$ cat config.mk
export PLATFORM = sky130hd
export DESIGN_NAME = ram_data_sync_1r1w_flat
export DESIGN_NICKNAME = d
export VERILOG_FILES = /design/src/rtl/ram_data_sync_1r1w_if.sv /design/src/rtl/ram_data_sync_1r1w.sv /design/src/flat_wrapper.sv
export SDC_FILE = /design/constraint.sdc
export NUM_CORES = 1
export LEC_CHECK = 0
export BUFFER_PORTS_ARGS = -buffer_cell sky130_fd_sc_hd__clkbuf_2
export CORE_MARGIN = 5
export CORE_UTILIZATION = 60
export DETAILED_ROUTE_END_ITERATION = 8
export PLACE_DENSITY = 0.8
export REMOVE_ABC_BUFFERS = 1
export SYNTH_ARGS = -nofsm -noshare
export SYNTH_HDL_FRONTEND = slang
export SYNTH_SLANG_ARGS = --single-unit
$ cat constraint.sdc
create_clock -name clock -period 5.1 [get_ports clock]
set_input_delay 0.51 -clock clock [delete_from_list [all_inputs] [get_ports clock]]
set_output_delay 0.51 -clock clock [all_outputs]
set_load 0.05 [all_outputs]
$ cat src/rtl/ram_data_sync_1r1w_if.sv
// ---------------------------------------------------------------------------
// ram_data_sync_1r1w_if
// Bus bundle for the 1-read/1-write synchronous data RAM.
//
// Optional feature macro: RAM_PARITY_EN (adds R0_perr).
//
// Signals (direction as seen by the RAM, i.e. the slave modport):
//   init_busy  out  high while the zero-initialisation sweep runs
//   R0_en      in   read request
//   R0_addr    in   read address
//   R0_valid   out  read data valid, one cycle after an accepted read
//   R0_data    out  registered read data
//   R0_oob     out  read address was out of range (qualifies R0_valid)
//   R0_perr    out  parity error on the read entry (RAM_PARITY_EN only)
//   W0_en      in   write request
//   W0_addr    in   write address
//   W0_data    in   write data
//   W0_ready   out  writes accepted (low during the init sweep)
// ---------------------------------------------------------------------------
interface ram_data_sync_1r1w_if #(
  parameter int WIDTH  = 65,
  parameter int ADDR_W = 3
);
  logic              init_busy;
  logic              R0_en;
  logic [ADDR_W-1:0] R0_addr;
  logic              R0_valid;
  logic [WIDTH-1:0]  R0_data;
  logic              R0_oob;
`ifdef RAM_PARITY_EN
  logic              R0_perr;
`endif
  logic              W0_en;
  logic [ADDR_W-1:0] W0_addr;
  logic [WIDTH-1:0]  W0_data;
  logic              W0_ready;

`ifdef RAM_PARITY_EN
  modport master (
    output R0_en, R0_addr, W0_en, W0_addr, W0_data,
    input  init_busy, R0_valid, R0_data, R0_oob, R0_perr, W0_ready
  );
  modport slave (
    input  R0_en, R0_addr, W0_en, W0_addr, W0_data,
    output init_busy, R0_valid, R0_data, R0_oob, R0_perr, W0_ready
  );
`else
  modport master (
    output R0_en, R0_addr, W0_en, W0_addr, W0_data,
    input  init_busy, R0_valid, R0_data, R0_oob, W0_ready
  );
  modport slave (
    input  R0_en, R0_addr, W0_en, W0_addr, W0_data,
    output init_busy, R0_valid, R0_data, R0_oob, W0_ready
  );
`endif
endinterface

$ cat src/rtl/ram_data_sync_1r1w.sv
// ---------------------------------------------------------------------------
// ram_data_sync_1r1w
// Parametrised single-clock 1R1W data RAM with registered read, write-first
// bypass, a hardware zero-initialisation sweep after reset and out-of-range
// address detection for non-power-of-two depths.
//
// Optional feature macro: RAM_PARITY_EN
//   defined   : each entry carries an even-parity bit; R0_perr reports a
//               mismatch on normal in-range reads.
//   undefined : no parity storage, no R0_perr.
//
// Ports:
//   clock    in   single clock for all state
//   reset_n  in   synchronous active-low reset
//   bus      slave modport of ram_data_sync_1r1w_if (read/write ports,
//            init_busy, W0_ready, read results)
// ---------------------------------------------------------------------------
module ram_data_sync_1r1w #(
  parameter int  DEPTH  = 7,
  parameter int  WIDTH  = 65,
  localparam int ADDR_W = (DEPTH > 1) ? $clog2(DEPTH) : 1
) (
  input  logic                  clock,
  input  logic                  reset_n,
  ram_data_sync_1r1w_if.slave   bus
);

`ifdef RAM_PARITY_EN
  localparam int MEM_W = WIDTH + 1;
`else
  localparam int MEM_W = WIDTH;
`endif

  localparam logic [ADDR_W-1:0] LAST_IDX  = ADDR_W'(DEPTH - 1);
  // One extra bit so DEPTH itself is representable for range compares.
  localparam logic [ADDR_W:0]   DEPTH_EXT = (ADDR_W + 1)'(DEPTH);

  typedef enum logic {
    ST_INIT = 1'b0,
    ST_RUN  = 1'b1
  } state_t;

  state_t            r_state;
  state_t            w_state_next;
  logic [ADDR_W-1:0] r_ptr;
  logic [ADDR_W-1:0] w_ptr_next;

  logic [MEM_W-1:0]  r_mem [DEPTH];

  logic              w_mem_we;
  logic [ADDR_W-1:0] w_mem_waddr;
  logic [MEM_W-1:0]  w_mem_wdata;

  logic              w_run;
  logic              w_wr_in_range;
  logic              w_rd_in_range;
  logic              w_rd_accept;
  logic              w_bypass;
  logic [MEM_W-1:0]  w_rd_word;

  logic              r_valid;
  logic [WIDTH-1:0]  r_data;
  logic              r_oob;
`ifdef RAM_PARITY_EN
  logic              r_perr;
`endif

  assign w_run         = (r_state == ST_RUN);
  assign w_wr_in_range = ({1'b0, bus.W0_addr} < DEPTH_EXT);
  assign w_rd_in_range = ({1'b0, bus.R0_addr} < DEPTH_EXT);
  assign w_rd_accept   = w_run && bus.R0_en;
  // Write-first: a same-cycle in-range write to the read address wins.
  assign w_bypass      = bus.W0_en && w_wr_in_range && (bus.W0_addr == bus.R0_addr);
  assign w_rd_word     = r_mem[bus.R0_addr];

  // -------------------------------------------------------------------------
  // State register
  // -------------------------------------------------------------------------
  always_ff @(posedge clock) begin
    if (!reset_n) begin
      r_state <= ST_INIT;
      r_ptr   <= '0;
    end else begin
      r_state <= w_state_next;
      r_ptr   <= w_ptr_next;
    end
  end

  // -------------------------------------------------------------------------
  // Next state and memory write port selection
  // -------------------------------------------------------------------------
  always_comb begin
    w_state_next = r_state;
    w_ptr_next   = r_ptr;
    w_mem_we     = 1'b0;
    w_mem_waddr  = bus.W0_addr;
    w_mem_wdata  = '0;
    unique case (r_state)
      ST_INIT: begin
        // Sweep owns the write port; user writes are ignored here.
        w_mem_we    = reset_n;
        w_mem_waddr = r_ptr;
        w_mem_wdata = '0;
        if (r_ptr == LAST_IDX) begin
          w_state_next = ST_RUN;
          w_ptr_next   = '0;
        end else begin
          w_ptr_next   = r_ptr + 1'b1;
        end
      end
      ST_RUN: begin
        w_mem_we    = reset_n && bus.W0_en && w_wr_in_range;
        w_mem_waddr = bus.W0_addr;
`ifdef RAM_PARITY_EN
        w_mem_wdata = {^bus.W0_data, bus.W0_data};
`else
        w_mem_wdata = bus.W0_data;
`endif
      end
      default: begin
        w_state_next = ST_INIT;
        w_ptr_next   = '0;
      end
    endcase
  end

  // Storage array; reset deliberately leaves contents alone.
  always_ff @(posedge clock) begin
    if (w_mem_we) begin
      r_mem[w_mem_waddr] <= w_mem_wdata;
    end
  end

  // -------------------------------------------------------------------------
  // Registered read port. Results hold when no read is accepted.
  // -------------------------------------------------------------------------
  always_ff @(posedge clock) begin
    if (!reset_n) begin
      r_valid <= 1'b0;
      r_data  <= '0;
      r_oob   <= 1'b0;
`ifdef RAM_PARITY_EN
      r_perr  <= 1'b0;
`endif
    end else begin
      r_valid <= w_rd_accept;
      if (w_rd_accept) begin
        if (!w_rd_in_range) begin
          r_data <= '0;
          r_oob  <= 1'b1;
`ifdef RAM_PARITY_EN
          r_perr <= 1'b0;
`endif
        end else if (w_bypass) begin
          r_data <= bus.W0_data;
          r_oob  <= 1'b0;
`ifdef RAM_PARITY_EN
          r_perr <= 1'b0;
`endif
        end else begin
          r_data <= w_rd_word[WIDTH-1:0];
          r_oob  <= 1'b0;
`ifdef RAM_PARITY_EN
          r_perr <= (^w_rd_word[WIDTH-1:0]) ^ w_rd_word[WIDTH];
`endif
        end
      end
    end
  end

  assign bus.init_busy = (r_state == ST_INIT);
  assign bus.W0_ready  = (r_state == ST_RUN);
  assign bus.R0_valid  = r_valid;
  assign bus.R0_data   = r_data;
  assign bus.R0_oob    = r_oob;
`ifdef RAM_PARITY_EN
  assign bus.R0_perr   = r_perr;
`endif

endmodule

$ cat src/flat_wrapper.sv
// flat-port wrapper written by rule: the top's interface ports become plain ports
module ram_data_sync_1r1w_flat 
#(
  parameter int  DEPTH  = 7,
  parameter int  WIDTH  = 65,
  localparam int ADDR_W = (DEPTH > 1) ? $clog2(DEPTH) : 1
)
  (clock, reset_n, bus_R0_en, bus_R0_addr, bus_W0_en, bus_W0_addr, bus_W0_data, bus_init_busy, bus_R0_valid, bus_R0_data, bus_R0_oob, bus_W0_ready);
  ram_data_sync_1r1w_if #(.WIDTH(WIDTH), .ADDR_W(((DEPTH > 1) ? $clog2(DEPTH) : 1))) bus_i ();
  input  logic clock;
  input  logic reset_n;
  input wire logic [$bits(bus_i.R0_en)-1:0] bus_R0_en;
  input wire logic [$bits(bus_i.R0_addr)-1:0] bus_R0_addr;
  input wire logic [$bits(bus_i.W0_en)-1:0] bus_W0_en;
  input wire logic [$bits(bus_i.W0_addr)-1:0] bus_W0_addr;
  input wire logic [$bits(bus_i.W0_data)-1:0] bus_W0_data;
  output wire logic [$bits(bus_i.init_busy)-1:0] bus_init_busy;
  output wire logic [$bits(bus_i.R0_valid)-1:0] bus_R0_valid;
  output wire logic [$bits(bus_i.R0_data)-1:0] bus_R0_data;
  output wire logic [$bits(bus_i.R0_oob)-1:0] bus_R0_oob;
  output wire logic [$bits(bus_i.W0_ready)-1:0] bus_W0_ready;
  assign bus_i.R0_en = bus_R0_en;
  assign bus_i.R0_addr = bus_R0_addr;
  assign bus_i.W0_en = bus_W0_en;
  assign bus_i.W0_addr = bus_W0_addr;
  assign bus_i.W0_data = bus_W0_data;
  assign bus_init_busy = bus_i.init_busy;
  assign bus_R0_valid = bus_i.R0_valid;
  assign bus_R0_data = bus_i.R0_data;
  assign bus_R0_oob = bus_i.R0_oob;
  assign bus_W0_ready = bus_i.W0_ready;
  ram_data_sync_1r1w #(.DEPTH(DEPTH), .WIDTH(WIDTH)) u_core (.clock(clock), .reset_n(reset_n), .bus(bus_i));
endmodule
# Word-level counts from Yosys, hierarchy flattened
# Memories as Yosys holds them, arrays and structs flattened.
# Index checks and enable logic that the tools add are counted.
totals:
  regBits: 71
  ram_bits: 455
  input_bits: 75
  wordCells: 28
  n_memories: 1
mem_list:
  columns: ["memory", "words", "width", "rd", "rd_clocked_by_memory_dff", "write_ports", "line", "text"]
  rows:
  - ["u_core.r_mem", 7, 65, 1, 0, 1, "ram_data_sync_1r1w.sv:48", "logic [MEM_W-1:0] r_mem [DEPTH];"]
op_classes:
  addsub: 1
  order_cmp: 2
  n_eq_ne: 2
  mux: 11
  bitwise_logic: 1
  reduce_logical: 5
op_table:
  columns: ["cell", "n"]
  rows:
  - ["$mux W65", 2]
  - ["$pmux W65 S2", 1]
  - ["$lt A3 B3 Y1 const B", 2]
  - ["$pmux W3 S2", 1]
  - ["$logic_and A1 B1 Y1", 5]
  - ["$mux W1", 5]
  - ["$add A3 B1 Y3 const B", 1]
  - ["$eq A3 B3 Y1", 1]
  - ["$eq A3 B3 Y1 const B", 1]
  - ["$mux W3", 1]
  - ["$pmux W1 S2", 1]
  - ["$not A1 Y1", 1]

# Longest topological paths before layout
# Gate-level depths: netlist of the first run.
logic_depth:
  depth_word: 5
  ltp_mapped: 8

# Worst setup path after synthesis of the first run
# Ideal clock, no wire load.
synth_path:
  path_kind: "flip-flop to flip-flop"
  start: "register u_core.r_state, in the netlist u_core.bus.W0_ready"
  end: "memory u_core.r_mem[2][0] (netlist bit), enable pin"
  arrival_ns: 4.259
  slack_ns: 0.352
  stages_incl_launch_ff: 6
  path_cell_list: "dfxtp_1 -> buf_2 -> inv_1 -> nor3b_1 -> o21ai_0 -> nor2_1"
synth_via:
  elab_chain_len: 4
  word_cells_on_any_way: 5
synth_rtl:
  columns: ["item", "line", "text"]
  rows:
  - ["start, declared", "ram_data_sync_1r1w.sv:43", "state_t r_state;"]
  - ["start signal, assigned", "ram_data_sync_1r1w.sv:84", "r_state <= w_state_next;"]
  - ["$not A1 Y1 *", null, null]
  - ["named net bus_init_busy", "flat_wrapper.sv:17", "output wire logic [$bits(bus_i.init_busy)-1:0] bus_init_busy;"]
  - ["$pmux W1 S2", "ram_data_sync_1r1w.sv:98", "unique case (r_state)"]
  - ["$mux W1", "ram_data_sync_1r1w.sv:129", "if (w_mem_we) begin"]
  - ["$mux W1 (not written as such)", "ram_data_sync_1r1w.sv:130", "r_mem[w_mem_waddr] <= w_mem_wdata;"]
  - ["end, declared", "ram_data_sync_1r1w.sv:48", null]
# The timed path passes the listed nets; every way through them passes the cells marked *.

# Worst setup path after layout of the first run
layout_path:
  start: "register u_core.r_state, in the netlist u_core.bus.W0_ready"
  end: "memory u_core.r_mem[6][21] (netlist bit), enable pin"
layout_via:
  elab_chain_len: 4
  word_cells_on_any_way: 5
layout_rtl:
  columns: ["item", "line"]
  rows:
  - ["$not A1 Y1", "ram_data_sync_1r1w.sv:98"]
  - ["$pmux W1 S2", "ram_data_sync_1r1w.sv:98"]
  - ["$mux W1", "ram_data_sync_1r1w.sv:129"]
  - ["$mux W1 (not written as such)", "ram_data_sync_1r1w.sv:130"]
# Several ways; a longest one is shown, not always the timed one.

==> results of run 1 <==
[cells by family after synthesis]
family                 after synthesis
XOR/XNOR                             3
AO/OA/AOI/OAI                      208
buffers and inverters               77
AND/OR/NAND/NOR                    234
flip-flops                         526
multiplexers                       131
[how the worst max path moves through the flow]
stage / depth (start not counted) / slack, ns / endpoint / start
4_1_cts: 5 / 1.94 / u_core.r_mem[4][27] / u_core.bus.W0_ready
3_3_place_gp: 5 / 2.06 / u_core.r_mem[0][49] / u_core.bus.W0_ready
3_5_place_dp: 5 / 1.95 / u_core.r_mem[6][50] / u_core.bus.W0_ready
6_report: 5 / 1.95 / u_core.r_mem[6][21] / u_core.bus.W0_ready
2_1_floorplan: 4 / -0.77 / u_core.r_mem[0][0] / u_core.bus.W0_ready
5_1_grt: 5 / 1.70 / u_core.r_mem[6][40] / u_core.bus.W0_ready
[per-layer routing]
metal / routed length [um] / share of wire (%) / GRT usage [%]
met4: 1020 / 2.4 / 6.80
met1: 17500 / 41 / 31.3
met2: 21300 / 50 / 36.7
met5: 13 / 0.030 / 0
met3: 3100 / 7.2 / 4.24
[registers in the layout, indices dropped and copies added (netlist names)]
register             count
u_core.bus.R0_data      65
u_core.r_ptr             3
u_core.bus.W0_ready      1
u_core.bus.R0_valid      1
u_core.r_mem           455
u_core.bus.R0_oob        1
[where the power goes]
group	leakage [nW]	total, mW	switching [mW]	internal (mW)
Combinational	2.72	0.402	0.264	0.138
Clock	0.852	3.86	1.55	2.31
Sequential	4.81	4.78	0.0323	4.75
Total	8.39	9.05	1.84	7.20
[placed cells by master (no fill, tap or decap), types with 8 or more instances in the layout]
| master | n |
|---|---|
| a22oi_2 | 60 |
| nor2_1 | 70 |
| and2_1 | 68 |
| mux2i_1 | 65 |
| clkinv_2 | 11 |
| clkbuf_1 | 8 |
| o211ai_2 | 61 |
| edfxtp_1 | 455 |
| mux4_2 | 65 |
| nand2_1 | 73 |
| buf_4 | 16 |
| clkbuf_16 | 53 |
| a21oi_1 | 66 |
| clkbuf_2 | 141 |
| dfxtp_1 | 70 |
[per-stage QoR]
stage / util [%] / hold WS (ns) / instances / area [um2]
2_1_floorplan: - / 0.481 / 1105 / 20400
3_3_place_gp: 63.8 / 0.480 / 1721 / 21900
3_5_place_dp: 63.8 / 0.482 / 1721 / 21900
4_1_cts: 68.8 / 0.174 / 1815 / 23700
5_1_grt: 68.8 / 0.186 / 1815 / 23700
6_report: 68.8 / 0.192 / 1816 / 23700
[final cells by class]
class	count	area share (%)
Antenna cell	1	0.0106
Clock buffer	65	5.96
Clock inverter	29	1.41
Inverter	3	0.0476
Multi-Input combinational cell	576	22.6
Sequential cell	526	63.8
Tap cell	455	2.41
Timing Repair Buffer	161	3.76
[cell usage after synthesis (3+ instances only)]
| cell type | instances | area share, % |
|---|---|---|
| dfxtp_1 | 71 | 6.8 |
| buf_1 | 5 | 0.090 |
| a22oi_2 | 60 | 3.6 |
| a21oi_1 | 66 | 1.6 |
| and2_1 | 69 | 2.1 |
| inv_1 | 3 | 0.054 |
| buf_6 | 12 | 0.65 |
| mux2i_1 | 65 | 3.1 |
| nand3_1 | 3 | 0.072 |
| nor3b_1 | 3 | 0.11 |
| a22oi_1 | 3 | 0.11 |
| clkbuf_1 | 27 | 0.49 |
| o211ai_2 | 61 | 3.7 |
| buf_2 | 16 | 0.38 |
| nor2_1 | 77 | 1.4 |
| mux4_2 | 65 | 7.0 |
| buf_4 | 14 | 0.50 |
| edfxtp_1 | 455 | 66 |
| nand2_1 | 73 | 1.3 |
| a31oi_1 | 3 | 0.090 |
[tightest hold or removal path, stage by stage]
cell and delay (ns):
clkbuf_2 0.09, a22oi_2 0.06, o211ai_2 0.05
==> impl_metrics.yaml, run 1 <==
yosys:
  synth_area_um2: 20800
  ys_types: 42
  synth_top_family_by_area: "multiplexers"
  synth_seq_area_share_pct: 72.4
  muxShareOfSynthArea_pct: 10.2
  async_reset_ff_share_pct: 0
  synth_xor_area_share_pct: 0.126
  syn_avg_cell_area_um2: 17.7
  ys_warn_count: 0
  ys.flop_type: "edfxtp_1"
  synthSimpleGateAreaFrac_pct: 5.34
  syn_inst: 1179
  synth_edf_count: 455
  synth_adder_area_share_pct: 0
  synth_compound_area_share_pct: 9.73
  synth_seq_cells: 526
route:
  num_vias: 11100
  wl_per_cell_um: 23.6
  routed_wl_mm: 42.9
  viasPerCell: 6.09
  first_iter_violations: 890
  dr.pass1.iters: 5
  ant_nets: 0
  drc: 0
worst_setup_path:
  worst-setup-path-type: "reg2reg"
  cp-start-kind: "register"
  crit_fanout: 65
  r2r_slack_ns: 1.95
  cp_data_arrival_time_ns: 3.31
  reg2reg_from: "u_core.bus.W0_ready"
  path_buf_inv: 2
  cpPeakStageDelay_ns: 0.85
  endpoint_kind: "register"
  reg2reg_to: "u_core.r_mem[6][21]"
  critical_path.slowest_cell: "dfxtp_2"
  critPathRequiredTime_ns: 5.26
  reg2regPathDepth: 5
  critical_path.cell_chain: "inv_1, nor3b_1, o21ai_0, nor2_4, buf_4"
  cp_top_family: "buffers and inverters"
timing:
  setup_viol: 0
  fin_skew_ns: 0.0206
  hold_violations: 0
  drv_slew: 0
  finalWorstSetupSlack_ns: 1.95
  finalSetupTns_ns: 0
  rsz0062_at_grt: "false"
  period_share_pct: 61.8
  slew_headroom_pct: 20.1
  post-route-min-period_ns: 3.15
  tightestPinTransition_ns: 1.19
  max_freq_ghz: 0.317
cts:
  cts_resized: 0
  clock_latency_ns: 0.55
  h-tree-depth: 2
  cts_buffers: 51
  cts_max_path_buffers: 3
  cts_hold_buf: 0
  cts_tree: "built"
  cts.sinks: 526
  root_buffer: "clkbuf_16"
  cts_setup_buffers: 0
  cts.clk_slew.worst_paths_ns: 0.07
final_layout:
  num-nets-final: 1394
  multi_input_area_um2: 5360
  fill_cells: 2155
  drive_gt1_share_pct: 32.8
  ff_latch_area_um2: 15100
  area_growth_pct: 13.6
job:
  drv_cap: 0
power:
  p_total_mw: 9.05
  pwr_density_cell_nw_per_um2: 382
  peakVddDrop_mv: 0.267
  cellLeakagePower_nw: 8.39
placed_design:
  io_buffers: 143
  finalWeightedCongestion: 0.778
  place_ws_ns: 1.95
  post-dp-hpwl_mm: 23.8
global_routing:
  first_global_vias: 11800
  grt_usage_pct: 22.4
  overflow: 0
  grt_antenna_before_repair: 2
  grt_pass1_wl_mm: 67.4
  grt_max_degree: 79
hold_path:
  worstHoldStart: "bus_W0_data[18]"
  hold_path_end: "u_core.bus.R0_data[18]"
  hp-class: "in2reg"
  holdPathStages: 3
floorplanning:
  num_rows: 68
  die-width_um: 196
  core-area_um2: 34400
  die_height_um: 196
  die-area_um2: 38500
  start_util_pct: 60.6
  io_pins: 144
status:
  outcome: "completed"
Note: power is estimated with default switching activity, not from simulation.
==> inputs of run 2 (changes only) <==
--- a/config.mk
+++ b/config.mk
@@ -7,9 +7,9 @@
 export LEC_CHECK = 0
 export BUFFER_PORTS_ARGS = -buffer_cell sky130_fd_sc_hd__clkbuf_2
 export CORE_MARGIN = 5
-export CORE_UTILIZATION = 60
+export CORE_UTILIZATION = 54
 export DETAILED_ROUTE_END_ITERATION = 8
-export PLACE_DENSITY = 0.8
+export PLACE_DENSITY = 0.76
 export REMOVE_ABC_BUFFERS = 1
 export SYNTH_ARGS = -nofsm -noshare
 export SYNTH_HDL_FRONTEND = slang
==> constraint.sdc (replaced) <==
create_clock -name clock -period 2.8 [get_ports clock]
set_input_delay 0.28 -clock clock [delete_from_list [all_inputs] [get_ports clock]]
set_output_delay 0.28 -clock clock [all_outputs]
set_load 0.05 [all_outputs]
==> run 2 against run 1 <==
First-iteration DRC count grew 3.1%. Highest routed layer is now met4. Cell area grew 3.6%. Via count grew 1.4%. Largest cell class unchanged.
==> impl_metrics.yaml, run 2 (synthesized netlist as in run 1, its figures left out) <==
hold_path:
  worstHoldStart: "bus_W0_data[60]"
  holdPathStages: 3
  hp-class: "in2reg"
placed_design:
  finalWeightedCongestion: 0.770
  post-dp-hpwl_mm: 24.9
  io_buffers: 143
  placed_area_um2: 22300
  place_ws_ns: 0.359
  dp_cells: 1797
power:
  cellLeakagePower_nw: 8.71
  pwr_density_cell_nw_per_um2: 656
  peakVddDrop_mv: 0.445
  p_total_mw: 16.1
route:
  viasPerCell: 5.75
  dr.pass1.iters: 5
  drc: 0
  ant_nets: 0
  num_vias: 11200
  routed_wl_mm: 43.6
  wl_per_cell_um: 22.3
  first_iter_violations: 918
worst_setup_path:
  cp_top_family: "compound AO/OA/AOI/OAI gates"
  critical_path.cell_chain: "inv_1, nor3b_1, o21ai_0, nor2_4, buf_12"
  critical_path.slowest_cell: "o21ai_0"
  crit_start: "u_core.bus.W0_ready"
  cpPeakStageDelay_ns: 1.05
  path_buf_inv: 2
  reg2regPathDepth: 5
  cp_num_cells: 5
  endpoint_kind: "register"
  cp-start-kind: "register"
  critPathRequiredTime_ns: 3.10
  reg2reg_from: "u_core.bus.W0_ready"
  worst-setup-path-type: "reg2reg"
  crit_fanout: 31
  cp_data_arrival_time_ns: 2.75
status:
  outcome: "completed"
cts:
  cts_max_path_buffers: 3
  cts_tree: "built"
  root_buffer: "clkbuf_16"
  cts.clk_slew.worst_paths_ns: 0.06
  cts_buffers: 51
  cts.sinks: 526
  clock_latency_ns: 0.56
  h-tree-depth: 2
  cts_resized: 0
timing:
  hold_violations: 0
  finalWorstSetupSlack_ns: 0.353
  rsz0062_at_grt: "false"
  fin_skew_ns: 0.0114
  period_share_pct: 87.4
  slew_headroom_pct: 7.40
  post-route-min-period_ns: 2.45
  holdWs_ns: 0.0262
  finalSetupTns_ns: 0
  tightestPinTransition_ns: 1.37
  setup_viol: 0
  drv_slew: 0
  max_freq_ghz: 0.409
global_routing:
  grt_usage_pct: 20.6
  grt_max_degree: 122
  first_global_vias: 11700
  overflow: 0
  grt_pass1_wl_mm: 67.6
  grt_antenna_before_repair: 0
final_layout:
  regMostFlops: "u_core.r_mem"
  final_core_util_pct: 63.9
  fin_area_um2: 24500
  drive_gt1_share_pct: 31.6
  area_growth_pct: 17.7
  final_cell_mix: "455 x edfxtp_1, 141 x clkbuf_2, 73 x nand2_1"
  mostFrequentLayoutCell: "edfxtp_1"
  stdcell_count: 1950
  largest_register_ffs: 455
  num-nets-final: 1466
  antennaDiodeCount: 0
floorplanning:
  core-area_um2: 38400
  io_pins: 144
  die-width_um: 206
  num_rows: 72
  die-area_um2: 42600
  start_util_pct: 54.3
  die_height_um: 206
job:
  drv_cap: 0
==> run 2: area by class of cell <==
class	instances	area, um2
timing repair buffer	233	1790
inverter	3	11.3
sequential	526	15100
clock buffer	76	1510
tap	518	648
fill	2669	13900
clock inverter	18	111
multi-input combinational	576	5360
==> run 2: final timing paths <==
kind / slack [ns] / end
hold / removal: 0.03 / u_core.bus.R0_data[60]
hold reg to reg: 0.50 / u_core.bus.R0_data[9]
setup reg to reg: 0.35 / u_core.r_mem[0][40]
setup / recovery: 0.35 / u_core.r_mem[0][40]
==> run 2: worst min-delay path, stage by stage <==
cell	delay, ns
clkbuf_2	0.14
a22oi_2	0.07
o211ai_2	0.06
==> run 2: what timing repair did <==
| action | in CTS | in global routing |
|---|---|---|
| endpoints found under the hold margin | 59 | 0 |
| hold buffers | 59 | 0 |
| buffers inserted | 0 | 0 |
==> run 2: routing by layer <==
metal | vias to the layer above | global-route usage (%) | wire length [um]
li1 | 5069 | - | -
met1 | 5760 | 30.2 | 19200
met2 | 335 | 33.1 | 21200
met5 | - | 0 | 0
met4 | 0 | 4.13 | 577
met3 | 47 | 3.58 | 2540
==> run 2: power breakdown <==
| part | internal [mW] | leakage [nW] | switching (mW) |
|---|---|---|---|
| sequential | 8.65 | 4.81 | 0.0513 |
| combinational | 0.329 | 3.10 | 0.500 |
| clock | 3.81 | 0.797 | 2.74 |
==> inputs of run 3 (changes only) <==
--- a/config.mk
+++ b/config.mk
@@ -6,7 +6,7 @@
 export NUM_CORES = 1
 export LEC_CHECK = 0
 export BUFFER_PORTS_ARGS = -buffer_cell sky130_fd_sc_hd__clkbuf_2
-export CORE_MARGIN = 5
+export CORE_MARGIN = 4
 export CORE_UTILIZATION = 54
 export DETAILED_ROUTE_END_ITERATION = 8
 export PLACE_DENSITY = 0.76
==> constraint.sdc (replaced) <==
create_clock -name clock -period 2.2 [get_ports clock]
set_input_delay 0.22 -clock clock [delete_from_list [all_inputs] [get_ports clock]]
set_output_delay 0.22 -clock clock [all_outputs]
set_load 0.005 [all_outputs]
==> run 3 against run 2 <==
Cell area rose by 0.86%. Worst setup slack got worse by 0.22 ns. Power rose by 29%. Register-to-register slack got worse by 0.22 ns. Clock skew rose by 0.0077 ns. Clock-buffer cell count fell by 7. Sequential power rose by 28%. Die area fell by 1.9%. Via count rose by 2.0%. Critical endpoint is now u_core.r_mem[3][31].
==> impl_metrics.yaml, run 3 (synthesized netlist as in run 1, its figures left out) <==
power:
  pwr_density_cell_nw_per_um2: 839
  peakVddDrop_mv: 0.651
  cellLeakagePower_nw: 8.82
  p_total_mw: 20.7
final_layout:
  mostFrequentLayoutCell: "edfxtp_1"
  final_core_util_pct: 65.3
  num-nets-final: 1484
  stdcell_count: 1961
  area_growth_pct: 18.7
  drive_gt1_share_pct: 32.1
  antennaDiodeCount: 0
  largest_register_ffs: 455
  final_cell_mix: "455 x edfxtp_1, 141 x clkbuf_2, 73 x nand2_1"
  regMostFlops: "u_core.r_mem"
  fill_cells: 2586
timing:
  rsz0062_at_grt: "false"
  slew_headroom_pct: 59.4
  post-route-min-period_ns: 2.07
  hold_violations: 0
  tightestPinTransition_ns: 0.607
  drv_slew: 0
  setup_viol: 0
  period_share_pct: 93.9
  finalWorstSetupSlack_ns: 0.133
  fin_skew_ns: 0.0191
  max_freq_ghz: 0.484
cts:
  clock_latency_ns: 0.57
  cts_setup_buffers: 0
  cts_max_path_buffers: 3
  cts.clk_slew.worst_paths_ns: 0.06
  cts_tree: "built"
  h-tree-depth: 2
  cts.sinks: 526
  cts_buffers: 51
  root_buffer: "clkbuf_16"
global_routing:
  overflow: 0
  grt_usage_pct: 21.8
  grt_pass1_wl_mm: 70.4
  grt_antenna_before_repair: 1
  grt_max_degree: 82
  first_global_vias: 11900
route:
  num_vias: 11400
  first_iter_violations: 971
  viasPerCell: 5.83
  routed_wl_mm: 45.5
  wl_per_cell_um: 23.2
  dr.pass1.iters: 5
  ant_nets: 0
  drc: 0
worst_setup_path:
  critPathRequiredTime_ns: 2.43
  endpoint_kind: "register"
  reg2reg_from: "u_core.bus.W0_ready"
  cp-start-kind: "register"
  cp_data_arrival_time_ns: 2.30
  crit_start: "u_core.bus.W0_ready"
  worst-setup-path-type: "reg2reg"
  crit_fanout: 43
placed_design:
  place_ws_ns: 0.126
  dp_cells: 1802
  post-dp-hpwl_mm: 25.8
  finalWeightedCongestion: 0.784
  io_buffers: 143
hold_path:
  worstHoldStart: "reset_n"
  hp-class: "in2reg"
floorplanning:
  io_pins: 144
  num_rows: 71
  start_util_pct: 55.0
  die-area_um2: 41800
  die_height_um: 204
  core-area_um2: 37800
  die-width_um: 204
job:
  drv_cap: 0
status:
  outcome: "completed"
-- run 3: cell types whose count changed in the layout (fill, tap and decap cells not counted), sizes merged --
cell / delta
buf: +12
bufinv: +3
clkbuf: -7
clkinv: +3
clkinvlp: -1
dlygate4sd3: +6
inv: +2
-- run 3: cell type report --
cell class	instances	area [um2]	share of cell area [%]
sequential	526	15100	61.0
multi-input combinational	576	5360	21.7
timing repair buffer	251	1980	8.00
clock buffer	69	1420	5.72
tap	511	639	2.59
clock inverter	25	241	0.976
inverter	3	11.3	0.0455
-- run 3: per-layer routing --
| metal | track usage [%] | share of wire (%) | vias to the layer above |
|---|---|---|---|
| met5 | 0 | 0.044 | - |
| met4 | 5.26 | 1.8 | 2 |
| met3 | 4.32 | 6.9 | 70 |
| met2 | 36.4 | 50 | 416 |
| met1 | 30.2 | 41 | 5836 |
| li1 | - | - | 5107 |
-- run 3: path summary, 6_finish.rpt --
kind	endpoint	slack, ns	cells after the start
min	u_core.r_ptr[1]	0.04	2
max reg2reg	u_core.r_mem[3][31]	0.13	6
min reg2reg	u_core.bus.R0_data[38]	0.49	2
max	u_core.r_mem[3][31]	0.13	6
-- run 3: stage by stage --
step / hold WS (ns) / cell area (um2) / TNS, ns
6_report: 0.0376 / 24700 / 0
5_1_grt: 0.0273 / 24700 / 0
4_1_cts: 0.0100 / 24700 / 0
3_5_place_dp: 0.451 / 22400 / 0
3_3_place_gp: 0.449 / 22400 / 0
2_1_floorplan: 0.339 / 20400 / -1395.34
-- run 3: critical path: stages, from the launching register on --
cell	delay, ns
dfxtp_2	0.34
buf_4	0.29
nor2b_1	0.26
a31o_2	0.15
nand2_1	0.18
nor2_4	0.21
buf_4	0.31
-- run 3: repair_timing --
action,4_1_cts,5_1_grt
hold buffers,65,0
endpoints found under the hold margin,65,0
resized for setup,0,0
-- run 3: where the power goes --
group / internal (mW) / switching [mW] / leakage, nW
registers: 11.0 / 0.0699 / 4.81
clock network: 4.99 / 3.59 / 0.814
logic: 0.453 / 0.643 / 3.19
